--- src/rtl/ir_rx_letter_fifo.sv ---
// ir_rx_letter_fifo: filters decoded IR letters into a FWFT FIFO with drop count and idle end-of-message pulse
module ir_rx_letter_fifo #(
  parameter int DEPTH          = 64,
  parameter int TIMEOUT_CYCLES = 50_000_000,
  parameter int DROP_W         = 8
) (
  input  logic                     clk_in,
  input  logic                     rst_in,
  input  logic                     code_valid_in,
  input  logic [4:0]               code_in,
  input  logic [2:0]               error_in,
  input  logic                     data_ready_in,
  output logic                     data_valid_out,
  output logic [4:0]               data_out,
  output logic                     msg_end_out,
  output logic [$clog2(DEPTH):0]   count_out,
  output logic                     full_out,
  output logic                     empty_out,
  output logic [DROP_W-1:0]        dropped_out
);
  localparam int AW = $clog2(DEPTH);
  localparam int CW = AW + 1;
  localparam int TW = $clog2(TIMEOUT_CYCLES);
  typedef enum logic {IDLE, RECEIVING} state_t;
  state_t            state_q, state_d;
  logic [4:0]        mem_q [DEPTH];
  logic [AW-1:0]     wr_ptr_q, wr_ptr_d, rd_ptr_q, rd_ptr_d;
  logic [CW-1:0]     count_q, count_d;
  logic              full_q, full_d, empty_q, empty_d, msg_end_q, msg_end_d;
  logic [DROP_W-1:0] dropped_q, dropped_d;
  logic [TW-1:0]     idle_q, idle_d;
  logic              good, pop, push, reject;
  always_comb begin
    good      = code_valid_in && code_in <= 5'd25 && error_in == 3'd0;
    pop       = !empty_q && data_ready_in;
    // a full FIFO still accepts when the head leaves on the same edge
    push      = good && (!full_q || pop);
    reject    = code_valid_in && !push;
    wr_ptr_d  = push ? wr_ptr_q + AW'(1) : wr_ptr_q;
    rd_ptr_d  = pop ? rd_ptr_q + AW'(1) : rd_ptr_q;
    count_d   = count_q + CW'(push) - CW'(pop);
    full_d    = count_d == CW'(DEPTH);
    empty_d   = count_d == '0;
    dropped_d = (reject && !(&dropped_q)) ? dropped_q + DROP_W'(1) : dropped_q;
    state_d   = state_q;
    idle_d    = idle_q;
    msg_end_d = 1'b0;
    if (push) begin
      state_d = RECEIVING;
      idle_d  = '0;
    end else if (state_q == RECEIVING) begin
      if (idle_q == TW'(TIMEOUT_CYCLES - 1)) begin
        state_d   = IDLE;
        idle_d    = '0;
        msg_end_d = 1'b1;
      end else begin
        idle_d = idle_q + TW'(1);
      end
    end
  end
  always_ff @(posedge clk_in) begin
    if (rst_in) begin
      state_q   <= IDLE;
      wr_ptr_q  <= '0;
      rd_ptr_q  <= '0;
      count_q   <= '0;
      full_q    <= 1'b0;
      empty_q   <= 1'b1;
      msg_end_q <= 1'b0;
      dropped_q <= '0;
      idle_q    <= '0;
    end else begin
      state_q   <= state_d;
      wr_ptr_q  <= wr_ptr_d;
      rd_ptr_q  <= rd_ptr_d;
      count_q   <= count_d;
      full_q    <= full_d;
      empty_q   <= empty_d;
      msg_end_q <= msg_end_d;
      dropped_q <= dropped_d;
      idle_q    <= idle_d;
    end
  end
  always_ff @(posedge clk_in) begin
    if (push && !rst_in) mem_q[wr_ptr_q] <= code_in;
  end
  assign data_valid_out = !empty_q;
  assign data_out       = empty_q ? 5'd0 : mem_q[rd_ptr_q];
  assign msg_end_out    = msg_end_q;
  assign count_out      = count_q;
  assign full_out       = full_q;
  assign empty_out      = empty_q;
  assign dropped_out    = dropped_q;
endmodule

--- config.mk ---
export PLATFORM = sky130hd
export DESIGN_NAME = ir_rx_letter_fifo
export DESIGN_NICKNAME = d
export VERILOG_FILES = /design/src/rtl/ir_rx_letter_fifo.sv
export SDC_FILE = /design/constraint.sdc
export NUM_CORES = 1
export LEC_CHECK = 0
export ABC_AREA = 0
export BUFFER_PORTS_ARGS = -buffer_cell sky130_fd_sc_hd__buf_4
export CORE_UTILIZATION = 39
export CTS_BUF_LIST = sky130_fd_sc_hd__clkbuf_2
export DETAILED_ROUTE_END_ITERATION = 7
export PLACE_DENSITY = 0.6
export SLEW_MARGIN = 40
export SYNTH_ARGS = -nofsm -noshare
export SYNTH_HDL_FRONTEND = slang
export SYNTH_SLANG_ARGS = --single-unit
export TNS_END_PERCENT = 1
--- constraint.sdc ---
create_clock -name clk_in -period 3.83 [get_ports clk_in]
set_input_delay 0.5745 -clock clk_in [delete_from_list [all_inputs] [get_ports clk_in]]
set_output_delay 0.5745 -clock clk_in [all_outputs]
set_load 0.05 [all_outputs]
==> results of run 1 <==
## how the worst max path moves through the flow
stage / from / endpoint / slack, ns
2_1_floorplan: empty_out / empty_out / 0.30
3_3_place_gp: error_in[1] / full_out / 0.21
3_5_place_dp: error_in[1] / full_out / 0.20
4_1_cts: register / data_out[3] / -0.12
5_1_grt: register / data_out[2] / -0.01
6_report: register / data_out[2] / 0.11
## cells in the final DEF, fill, tap and decap left out, drive strengths merged, types with 4 or more instances in the layout
master	instances
o22ai	7
and4	4
xor2	25
and3	10
mux2i	17
or3	10
o211ai	6
dfxtp	63
nand3	19
clkbuf	136
mux4	79
a21o	4
edfxtp	320
nor2	126
a211oi	6
nor2b	8
ha	11
nor3	9
and2	4
inv	17
nor4	8
buf	139
nand2	51
nand2b	5
a21oi	14
nand4	19
clkinv	36
xnor2	18
o21ai	15
## worst reg2reg max path: stages (launching register included)
cell and delay [ns]:
dfxtp_1 0.44, nor2b_1 0.22, o211a_1 0.22, inv_4 0.04, ha_1 0.26, inv_1 0.03, ha_1 0.19, fa_1 0.39
a21o_1 0.19, a21o_1 0.20, xnor2_1 0.16, or3b_2 0.48, o31ai_1 0.19
## repair_timing
action                     4_1_cts  5_1_grt
setup buffers                    6        9
setup endpoints to repair        5        5
hold buffers                     2        0
resized for setup                7       12
hold endpoints to repair        10        0
pin swaps                        0        6
gates cloned                     0        1
## flip-flops by register name, summed over array words and instances, names as in the netlist, 6 cells and up, named ones only
signal	flops
mem_q	320
idle_q	26
dropped_out	8
count_out	7
rd_ptr_q	6
wr_ptr_q	6
## stage by stage
stage                     instance area (um^2)  total power [W]
final                                    18000          0.00818
after global routing                     18000          0.00858
after CTS                                17800          0.00827
after detailed placement                 16900          0.00566
after global placement                   16900          0.00566
after floorplan                          15600          0.00535
## layout make-up
| class | count | share of cell area (%) |
|---|---|---|
| clock buffers | 135 | 3.76 |
| flip-flops and latches | 383 | 60.5 |
| repair buffers | 142 | 6.74 |
| inverters | 16 | 0.369 |
| well taps | 518 | 3.60 |
| multi-input cells | 508 | 24.1 |
| clock inverters | 39 | 0.856 |
| diodes | 1 | 0.0139 |
## routing by layer
metal	vias to the layer above	global-route usage (%)
li1	4135	-
met1	4596	24.1
met2	316	27.5
met3	40	4.31
met4	0	6.33
met5	-	0
## power by group through the flow
stage                     logic (W)  clock network, W  registers [W]
final                       0.00103           0.00256        0.00459
after global routing        0.00112           0.00286        0.00460
after CTS                   0.00102           0.00266        0.00459
after detailed placement   0.000951                 0        0.00471
after global placement     0.000953                 0        0.00471
after floorplan            0.000570                 0        0.00478
## kinds of logic (layout without fill, tap and decap cells)
group                      Yosys count  after routing
AOI/OAI and AO/OA                   69             69
other                                0              1
muxes                               97             97
xor gates and xnor gates            43             43
buffers and inverters               61            332
DFF                                383            383
adders and majority gates           12             12
and+or+nand+nor                    287            287
==> run metrics, run 1 <==
outcome finished, final reports clean; share of cells above drive strength 1 30.5%; synth unique cells 59; post-synth top area share 61.7%; Initial DRC Count 739; Initial Util 39.9%; Cell Chain, Critical Path buf_6 > mux4_2 > mux2i_1 > o21ai_1 > o211ai_1 > o211ai_1 > buf_4; CTS tree built; drt drc 0; Comb pwr share 12.6%; clock slew at reported path FFs 0.12 ns; CP max stage cell mux4_2; cell count after synthesis 952; setup TNS 0 ns; FILL cells 3469; Clock power frac 31.3%; Worst setup SP type register; reg-to-reg slack, setup 0.76 ns; Final Hold Viols 0; Die Height 202 um; switching pwr 0.00223 W; reg-to-reg endpoint empty_out; Layout Utilization 46.1%; VDD IR max 0.000524 V; leading area contributor after synthesis edfxtp_1; Final ANT Viol Nets 0; Clock Skews 0.106 ns; Setup WS post-layout 0.111 ns; Setup-failing EPs final 0; Final min period 3.72 ns; worst hold stages 1; worst hold start code_in[0]; DR WL met2 16.6 mm; Post-Synth XOR/XNOR Area 2.42%; Layout Cells excl Fill 1742; RSZ-0062 raised after global routing yes; post-synthesis adder-cell area fraction 1.01%; register area share after synthesis 69.8%; max-cap violations 0; Min Hold Slack 0.214 ns; cell-internal power 0.00595 W; hold path endpoint mem_q[55][0]; Highest Signal Layer met4; CTS buffer count 94; port bufs 35; Commonest cells post-synth 320 x edfxtp_1, 126 x nor2_1, 71 x mux4_2; Chip Width 202 um; Mapped Area 0.0156 mm^2; Synth Area in Compound Gates 2.89%; Worst-Margin Slew 0.786 ns; crit share post-route 97.1%; synth top area cells edfxtp_1 62%, mux4_2 10%, dfxtp_1 8.1%, nor2_1 3.0%, xor2_1 1.4%; Hold WC Path Type input pin to register; Switching Share 27.2%; Ports 36; Pleak 6.07 nW; All-Layer GR Usage 17.6%; number of flops mapped to enable cells by yosys 320; CP Capture Type output pin; largest net degree at the start of global routing 65; worst reg-to-reg path cell count 12; worst-skew pair later-pin latency 0.93 ns; Total Routed Length 35.4 mm; nets 1169; #FFs+latches synth 383; cell row count 72; vias in the first global route 9152; Placed Cells 1549; H-tree Lvls 3; simple-gate portion of the synthesized area 8.80%; DR pass1 iterations 5; Max Slew Vio Count 0; clock sink total 383; Synth Warn # 0; Layout area overhead 15.5%; routability cong. 0.806; Syn Area/Cell 16.3 um^2; Fmax achieved 0.269 GHz; via count 9087; met1 wire length 16.1 mm; Die ar. 0.0407 mm^2; critical path data required time 3.26 ns; top_reg_cell synth edfxtp_1; Crit path max-delay family multiplexers; asr flop ratio synth 0%; cell repeated most along the worst path o211ai_1; power density over the cells 455 mW/mm^2; initial antenna violation count 2; Vias/cell 5.22; post-DP HPWL 21.4 mm; CP Depth 7; worst stage delay on the critical path 0.55 ns; largest family of logic cells by synthesized area multiplexers; core area 0.0390 mm^2; Worst Setup Path Type register to output pin; root buf cell clkbuf_2; first-pass GRT wire length 54.0 mm; Register Area 0.0109 mm^2; multiplexer area fraction after synthesis 12.8%; post-synth net total 976; arrival time at the worst endpoint 3.14 ns; Overflow after GRT 0; post-DR wirelength/cell 20.3 um; clk buf depth 3; pre-CTS setup slack 0.196 ns; headroom to the max-slew limit 47.2%; largest fanout on the critical path 7; CP bufs+invs 2; multi-input logic area 0.00434 mm^2; Seq pwr share 56.1%; Worst R2R Start empty_out; top-count cell post-synth edfxtp_1; metal3 WL 2.16 mm
Power figures use the tool's default switching activity.
==> inputs of run 2 (changes only) <==
--- a/config.mk
+++ b/config.mk
@@ -5,7 +5,7 @@
 export SDC_FILE = /design/constraint.sdc
 export NUM_CORES = 1
 export LEC_CHECK = 0
-export ABC_AREA = 0
+export ABC_AREA = 1
 export BUFFER_PORTS_ARGS = -buffer_cell sky130_fd_sc_hd__buf_4
 export CORE_UTILIZATION = 39
 export CTS_BUF_LIST = sky130_fd_sc_hd__clkbuf_2
==> run 2 against run 1 <==
Compared with the run above:
- sequential share of layout area is 1.3 points lower
- clock power is 7% higher
- count of clock-buffer cells in the layout rose by 5
- area after synthesis rose by 6.2%
- via count is 30% higher
- setup slack better by 0.10 ns
- final cell count grew 31%
- core utilization decreased by 2.2 points
- clock skew decreased by 0.026 ns
- final area rose by 2.2%
- fmax up 2.9%
- critical path type unchanged
- critical endpoint is now data_out[0]
- largest cell class unchanged
==> run metrics, run 2 <==
commonest non-fill, non-tap cell in the layout nand2_1; Initial Util 39.5% (-0.40 points); register area share after synthesis 65.8% (-4.1 points); Worst R2R Start empty_out; crit share post-route 94.4% (-2.7 points); Post-DP Area 0.0172 mm^2 (+1.9%); H-tree Lvls 3 (unchanged); nets 1688 (+44%); drt drc 0 (unchanged); vias in the first global route 11500 (+26%); worst hold stages 1 (unchanged); critical path data required time 3.26 ns (about the same); worst reg-to-reg path cell count 14 (+2); routability cong. 0.859 (+6.6%); worst hold start code_in[0]; cell count after synthesis 1584 (+66%); Layout area overhead 11.1%; Vias/cell 5.19 (-0.47%); Die ar. 0.0432 mm^2 (+6.2%); reg-to-reg slack, setup 0.78 ns (+0.02 ns); Final ANT Viol Nets 0 (unchanged); port bufs 35 (unchanged); hold path endpoint mem_q[51][0]; Clock Skews 0.0795 ns (-0.0261 ns); Mapped Area 0.0165 mm^2 (+6.2%); RSZ-0062 raised after global routing no; first-pass GRT wire length 63.9 mm (+18%); post-route cell area 0.0184 mm^2 (+2.2%); headroom to the max-slew limit 41.0% (-6.2 points); Worst-Margin Slew 0.885 ns (+0.0986 ns); most frequent cells in the layout 486 x nand2_1, 320 x edfxtp_1, 296 x nand3_1; cell row count 75 (+4.2%); Overflow after GRT 0 (unchanged); clk buf depth 3 (unchanged); leading area contributor after synthesis edfxtp_1; CP Capture Type output pin; Layout Utilization 43.9% (-2.2 points); Max Slew Vio Count 0 (unchanged); outcome finished, final reports clean; Worst Setup Path Type register to output pin; post-DR wirelength/cell 18.0 um (-12%); Chip Width 208 um (+3.0%); clock sink total 383 (unchanged); initial antenna violation count 1 (-1); DR pass1 iterations 8 (+3); post-synth top area share 58.1% (-3.6 points); largest fanout on the critical path 45 (+38); Final min period 3.61 ns (-0.104 ns); CTS tree built; asr flop ratio synth 0% (unchanged); reg-to-reg endpoint empty_out; All-Layer GR Usage 19.2% (+1.5 points); synth unique cells 44 (-25%); worst-skew pair later-pin latency 0.99 ns (+0.06 ns); core area 0.0419 mm^2 (+7.3%); synth top area cells edfxtp_1 58%, nand2_1 11%, nand3_1 9.0%, dfxtp_1 7.6%, nor2_1 2.6%; Min Hold Slack 0.132 ns (-0.0828 ns); Power Total 0.00862 W (+5.4%); Final Hold Viols 0 (unchanged); Die Height 208 um (+3.0%); number of flops mapped to enable cells by yosys 320 (unchanged); Initial DRC Count 1047 (+42%); Fmax achieved 0.277 GHz (+2.9%); Worst setup SP type register; share of cells above drive strength 1 14.6% (-16 points); Setup-failing EPs final 0 (unchanged); top-count cell post-synth nand2_1; Synth Warn # 0 (unchanged); Total Routed Length 40.9 mm (+16%); setup TNS 0 ns (unchanged); #FFs+latches synth 383 (unchanged); VDD IR max 0.000482 V (-8.0%); clock slew at reported path FFs 0.11 ns (about the same); Hold WC Path Type input pin to register; post-synth net total 1608 (+65%); largest net degree at the start of global routing 81 (+25%); Syn Area/Cell 10.4 um^2 (-36%); Commonest cells post-synth 486 x nand2_1, 320 x edfxtp_1, 296 x nand3_1; Pleak 6.76 nW (+11%); Ports 36 (unchanged); Reg with most FFs mem_q; max-cap violations 0 (unchanged); top_reg_cell synth edfxtp_1; via count 11800 (+30%); CTS buffer count 95 (+1.1%); arrival time at the worst endpoint 3.04 ns (-0.10 ns); root buf cell clkbuf_2; post-DP HPWL 23.6 mm (+10%); power density over the cells 469 mW/mm^2 (+3.1%); max reg flops 320 (unchanged)
-- run 2: final cells by class --
type                            count  area (um^2)
Multi-Input combinational cell   1059         5020
Timing Repair Buffer               59          634
Clock buffer                      140          701
Tap cell                          539          674
Fill cell                        4058        23500
Clock inverter                     34          195
Sequential cell                   383        10900
Inverter                           66          267
Antenna cell                        1         2.50
-- run 2: cell families after synthesis --
kind of cell | synth area share (%)
simple gates | 26.6
flops | 65.8
xor+xnor | 1.22
fa+ha+maj | 0.954
compound gates | 1.48
buf+inv | 4.00
-- run 2: where the power goes --
| part | switching [W] | total, W | internal [W] |
|---|---|---|---|
| sequential | 0.0000510 | 0.00459 | 0.00454 |
| clock | 0.00163 | 0.00275 | 0.00112 |
| combinational | 0.000871 | 0.00128 | 0.000407 |
| total | 0.00255 | 0.00862 | 0.00607 |
-- run 2: how the worst max path moves through the flow --
stage | to | start | slack (ns) | cells after the start
floorplan | empty_out | empty_out | 0.78 | 15
global placement | full_out | code_in[1] | 0.71 | 15
detailed placement | empty_out | code_in[1] | 0.70 | 14
CTS | data_out[4] | register | 0.02 | 10
global route | data_out[0] | register | 0.01 | 10
finish | data_out[0] | register | 0.22 | 10
-- run 2: what timing repair did --
| action | CTS | global route |
|---|---|---|
| buffers inserted | 1 | 1 |
| setup endpoints to repair | 5 | 5 |
| gates cloned | 1 | 2 |
| endpoints found under the hold margin | 23 | 0 |
| pin swaps | 0 | 0 |
| hold buffers | 4 | 0 |
| resized for setup | 7 | 9 |
-- run 2: layer usage --
layer | global-route usage, % | part of all wire [%] | vias up
li1 | - | - | 5691
met1 | 27.0 | 45 | 5620
met2 | 29.3 | 45 | 465
met5 | 0 | 0 | -
met3 | 4.27 | 7.7 | 67
met4 | 6.36 | 1.9 | 0
-- run 2: stage by stage --
stage | setup WS (ns) | cells
detailed placement | 0.705 | 2096
CTS | 0.0182 | 2276
finish | 0.215 | 2281
global route | 0.0118 | 2281
global placement | 0.707 | 2096
floorplan | 0.776 | 1584
-- run 2: worst max-delay path, cell delays in order (launching register included) --
cell and delay (ns):
dfxtp_4 0.52, bufbuf_16 0.43, nand2_1 0.08, nand3_1 0.10, nand3_1 0.08, nand2_1 0.11
nand2_1 0.08, nand3_1 0.08, nand3_1 0.13, a21oi_1 0.25, buf_4 0.25
==> inputs of run 3 (changes only) <==
--- a/config.mk
+++ b/config.mk
@@ -8,7 +8,7 @@
 export ABC_AREA = 1
 export BUFFER_PORTS_ARGS = -buffer_cell sky130_fd_sc_hd__buf_4
 export CORE_UTILIZATION = 39
-export CTS_BUF_LIST = sky130_fd_sc_hd__clkbuf_2
+export CTS_CLUSTER_SIZE = 30
 export DETAILED_ROUTE_END_ITERATION = 7
 export PLACE_DENSITY = 0.6
 export SLEW_MARGIN = 40
==> run 3 against run 2 <==
Compared with the run above:
- total power grew 11%
- core utilization is 0.41 points higher
- worst hold slack improved by 0.25 ns
- count of clock-buffer cells in the layout down 79
- non-clock buffer count decreased by 8
- critical path depth unchanged
- flip-flop and latch count did not move
- final area is 0.94% higher
- combinational power down 5%
- final cell count decreased by 4.9%
- sequential share of layout area is 0.55 points lower
- largest cell class unchanged
==> run metrics, run 3 (synthesized netlist as in run 2, its figures left out) <==
outcome finished, final reports clean; cell repeated most along the worst path nand3_1; post-DR wirelength/cell 18.2 um (+1.3%); Cell Chain, Critical Path buf_4 > nand2_1 > nand3_1 > nand3_1 > nand2_1 > nand2_1 > nand3_1 > nand3_1 > a21oi_1 > buf_4; DR pass1 iterations 7 (-1); critical path data required time 3.26 ns (about the same); arrival time at the worst endpoint 2.92 ns (-0.12 ns); Die Height 208 um (unchanged); Worst Setup Path Type register to output pin; drt drc 0 (unchanged); post-route cell area 0.0185 mm^2 (+0.94%); Final Hold Viols 0 (unchanged); setup TNS 0 ns (unchanged); Fmax achieved 0.286 GHz (+3.4%); CP max stage cell dfxtp_4; share of cells above drive strength 1 9.26% (-5.4 points); Hold WC Path Type input pin to register; max reg flops 320 (unchanged); initial antenna violation count 0 (-1); commonest non-fill, non-tap cell in the layout nand2_1; Initial Util 39.5% (unchanged); RSZ-0062 raised after global routing no; Vias/cell 5.25 (+1.1%); vias in the first global route 11100 (-4.2%); Highest Signal Layer met4; post-CTS setup buffers 0 (-1); headroom to the max-slew limit 42.6% (+1.6 points); CTS buffer count 40 (-58%); CTS tree built; post-DP HPWL 23.6 mm (unchanged); most frequent cells in the layout 486 x nand2_1, 320 x edfxtp_1, 296 x nand3_1; core area 0.0419 mm^2 (unchanged); first-pass GRT wire length 62.6 mm (-2.0%); DR WL met2 17.5 mm (-5.5%); Final ANT Viol Nets 0 (unchanged); Max Slew Vio Count 0 (unchanged); worst-skew pair later-pin latency 0.54 ns (-0.45 ns); root buf cell clkbuf_16; clk buf depth 3 (unchanged); Total Routed Length 39.5 mm (-3.6%); All-Layer GR Usage 18.6% (-0.54 points); Overflow after GRT 0 (unchanged); largest fanout on the critical path 49 (+8.9%); Layout area overhead 12.1%; clock slew at reported path FFs 0.06 ns (-0.05 ns); ant diodes 0 (-1); hold buffers post-CTS 0 (-4); Worst R2R Start empty_out; nets 1625 (-3.7%); Initial DRC Count 876 (-16%); Worst-Margin Slew 0.861 ns (-0.0241 ns); metal3 WL 2.75 mm (-13%); Reg with most FFs mem_q; Post-DP Area 0.0172 mm^2 (unchanged); routability cong. 0.859 (unchanged); Setup-failing EPs final 0 (unchanged); port bufs 35 (unchanged); Die ar. 0.0432 mm^2 (unchanged); cell row count 75 (unchanged); Chip Width 208 um (unchanged); worst reg-to-reg path cell count 14 (unchanged); Final min period 3.50 ns (-0.119 ns); CP Capture Type output pin; reg-to-reg endpoint empty_out; met1 wire length 18.2 mm (-1.4%); largest net degree at the start of global routing 91 (+12%); worst stage delay on the critical path 0.53 ns (about the same); crit path capture data_out[1]; VDD IR max 0.000480 V (-0.49%); max-cap violations 0 (unchanged); Worst setup SP type register; crit share post-route 91.3% (-3.1 points); Pleak 6.62 nW (-2.0%); clock sink total 383 (unchanged); Ports 36 (unchanged); Clock Skews 0.0145 ns (-0.0650 ns); H-tree Lvls 2 (-1); power density over the cells 515 mW/mm^2 (+9.7%); reg-to-reg slack, setup 0.91 ns (+0.13 ns); via count 11400 (-3.9%); CTS resizes 0 (-7)
[run 3: report_power, final]
part           internal [W]  total (W)  switching [W]
Clock               0.00220    0.00373        0.00153
Combinational      0.000374    0.00122       0.000841
Sequential          0.00455    0.00460      0.0000499
[run 3: metal layers]
metal,GRT usage (%),up-vias
li1,-,5493
met1,27.0,5429
met2,28.8,393
met3,2.81,70
met4,5.82,0
met5,0,-
[run 3: worst max-delay path, delay by kind of cell (launching register included)]
family | cells | cell delay, ns
DFF | 1 | 0.53
AOI/OAI and AO/OA | 1 | 0.28
buffers and inverters | 2 | 0.75
and+or+nand+nor | 7 | 0.78
[run 3: layout make-up]
type / count / area, um^2
clock inverters: 11 / 104
multi-input cells: 1059 / 5000
inverters: 66 / 250
flip-flops and latches: 383 / 10900
repair buffers: 51 / 482
clock buffers: 61 / 1150
well taps: 539 / 674
fillers: 3974 / 23300
[run 3: worst min-delay path by stage]
| stage | from | end | slack, ns | depth (start not counted) |
|---|---|---|---|---|
| after floorplan | idle_q[24] | idle_q[24] | 0.46 | 2 |
| after global placement | idle_q[24] | idle_q[24] | 0.48 | 2 |
| after detailed placement | idle_q[24] | idle_q[24] | 0.48 | 2 |
| after CTS | data_ready_in | register | 0.36 | 3 |
| after global routing | code_valid_in | dropped_out[5] | 0.39 | 3 |
| final | data_ready_in | register | 0.38 | 3 |
[run 3: per-stage QoR]
stage	worst slack [ns]	util, %	hold slack [ns]	total power [W]	std cells
6_report	0.334	44.3	0.380	0.00955	2170
3_5_place_dp	0.705	41.2	0.482	0.00590	2096
2_1_floorplan	0.776	-	0.458	0.00555	1584
5_1_grt	0.118	44.3	0.387	0.00991	2170
4_1_cts	0.316	44.2	0.361	0.00962	2168
3_3_place_gp	0.707	41.2	0.483	0.00590	2096
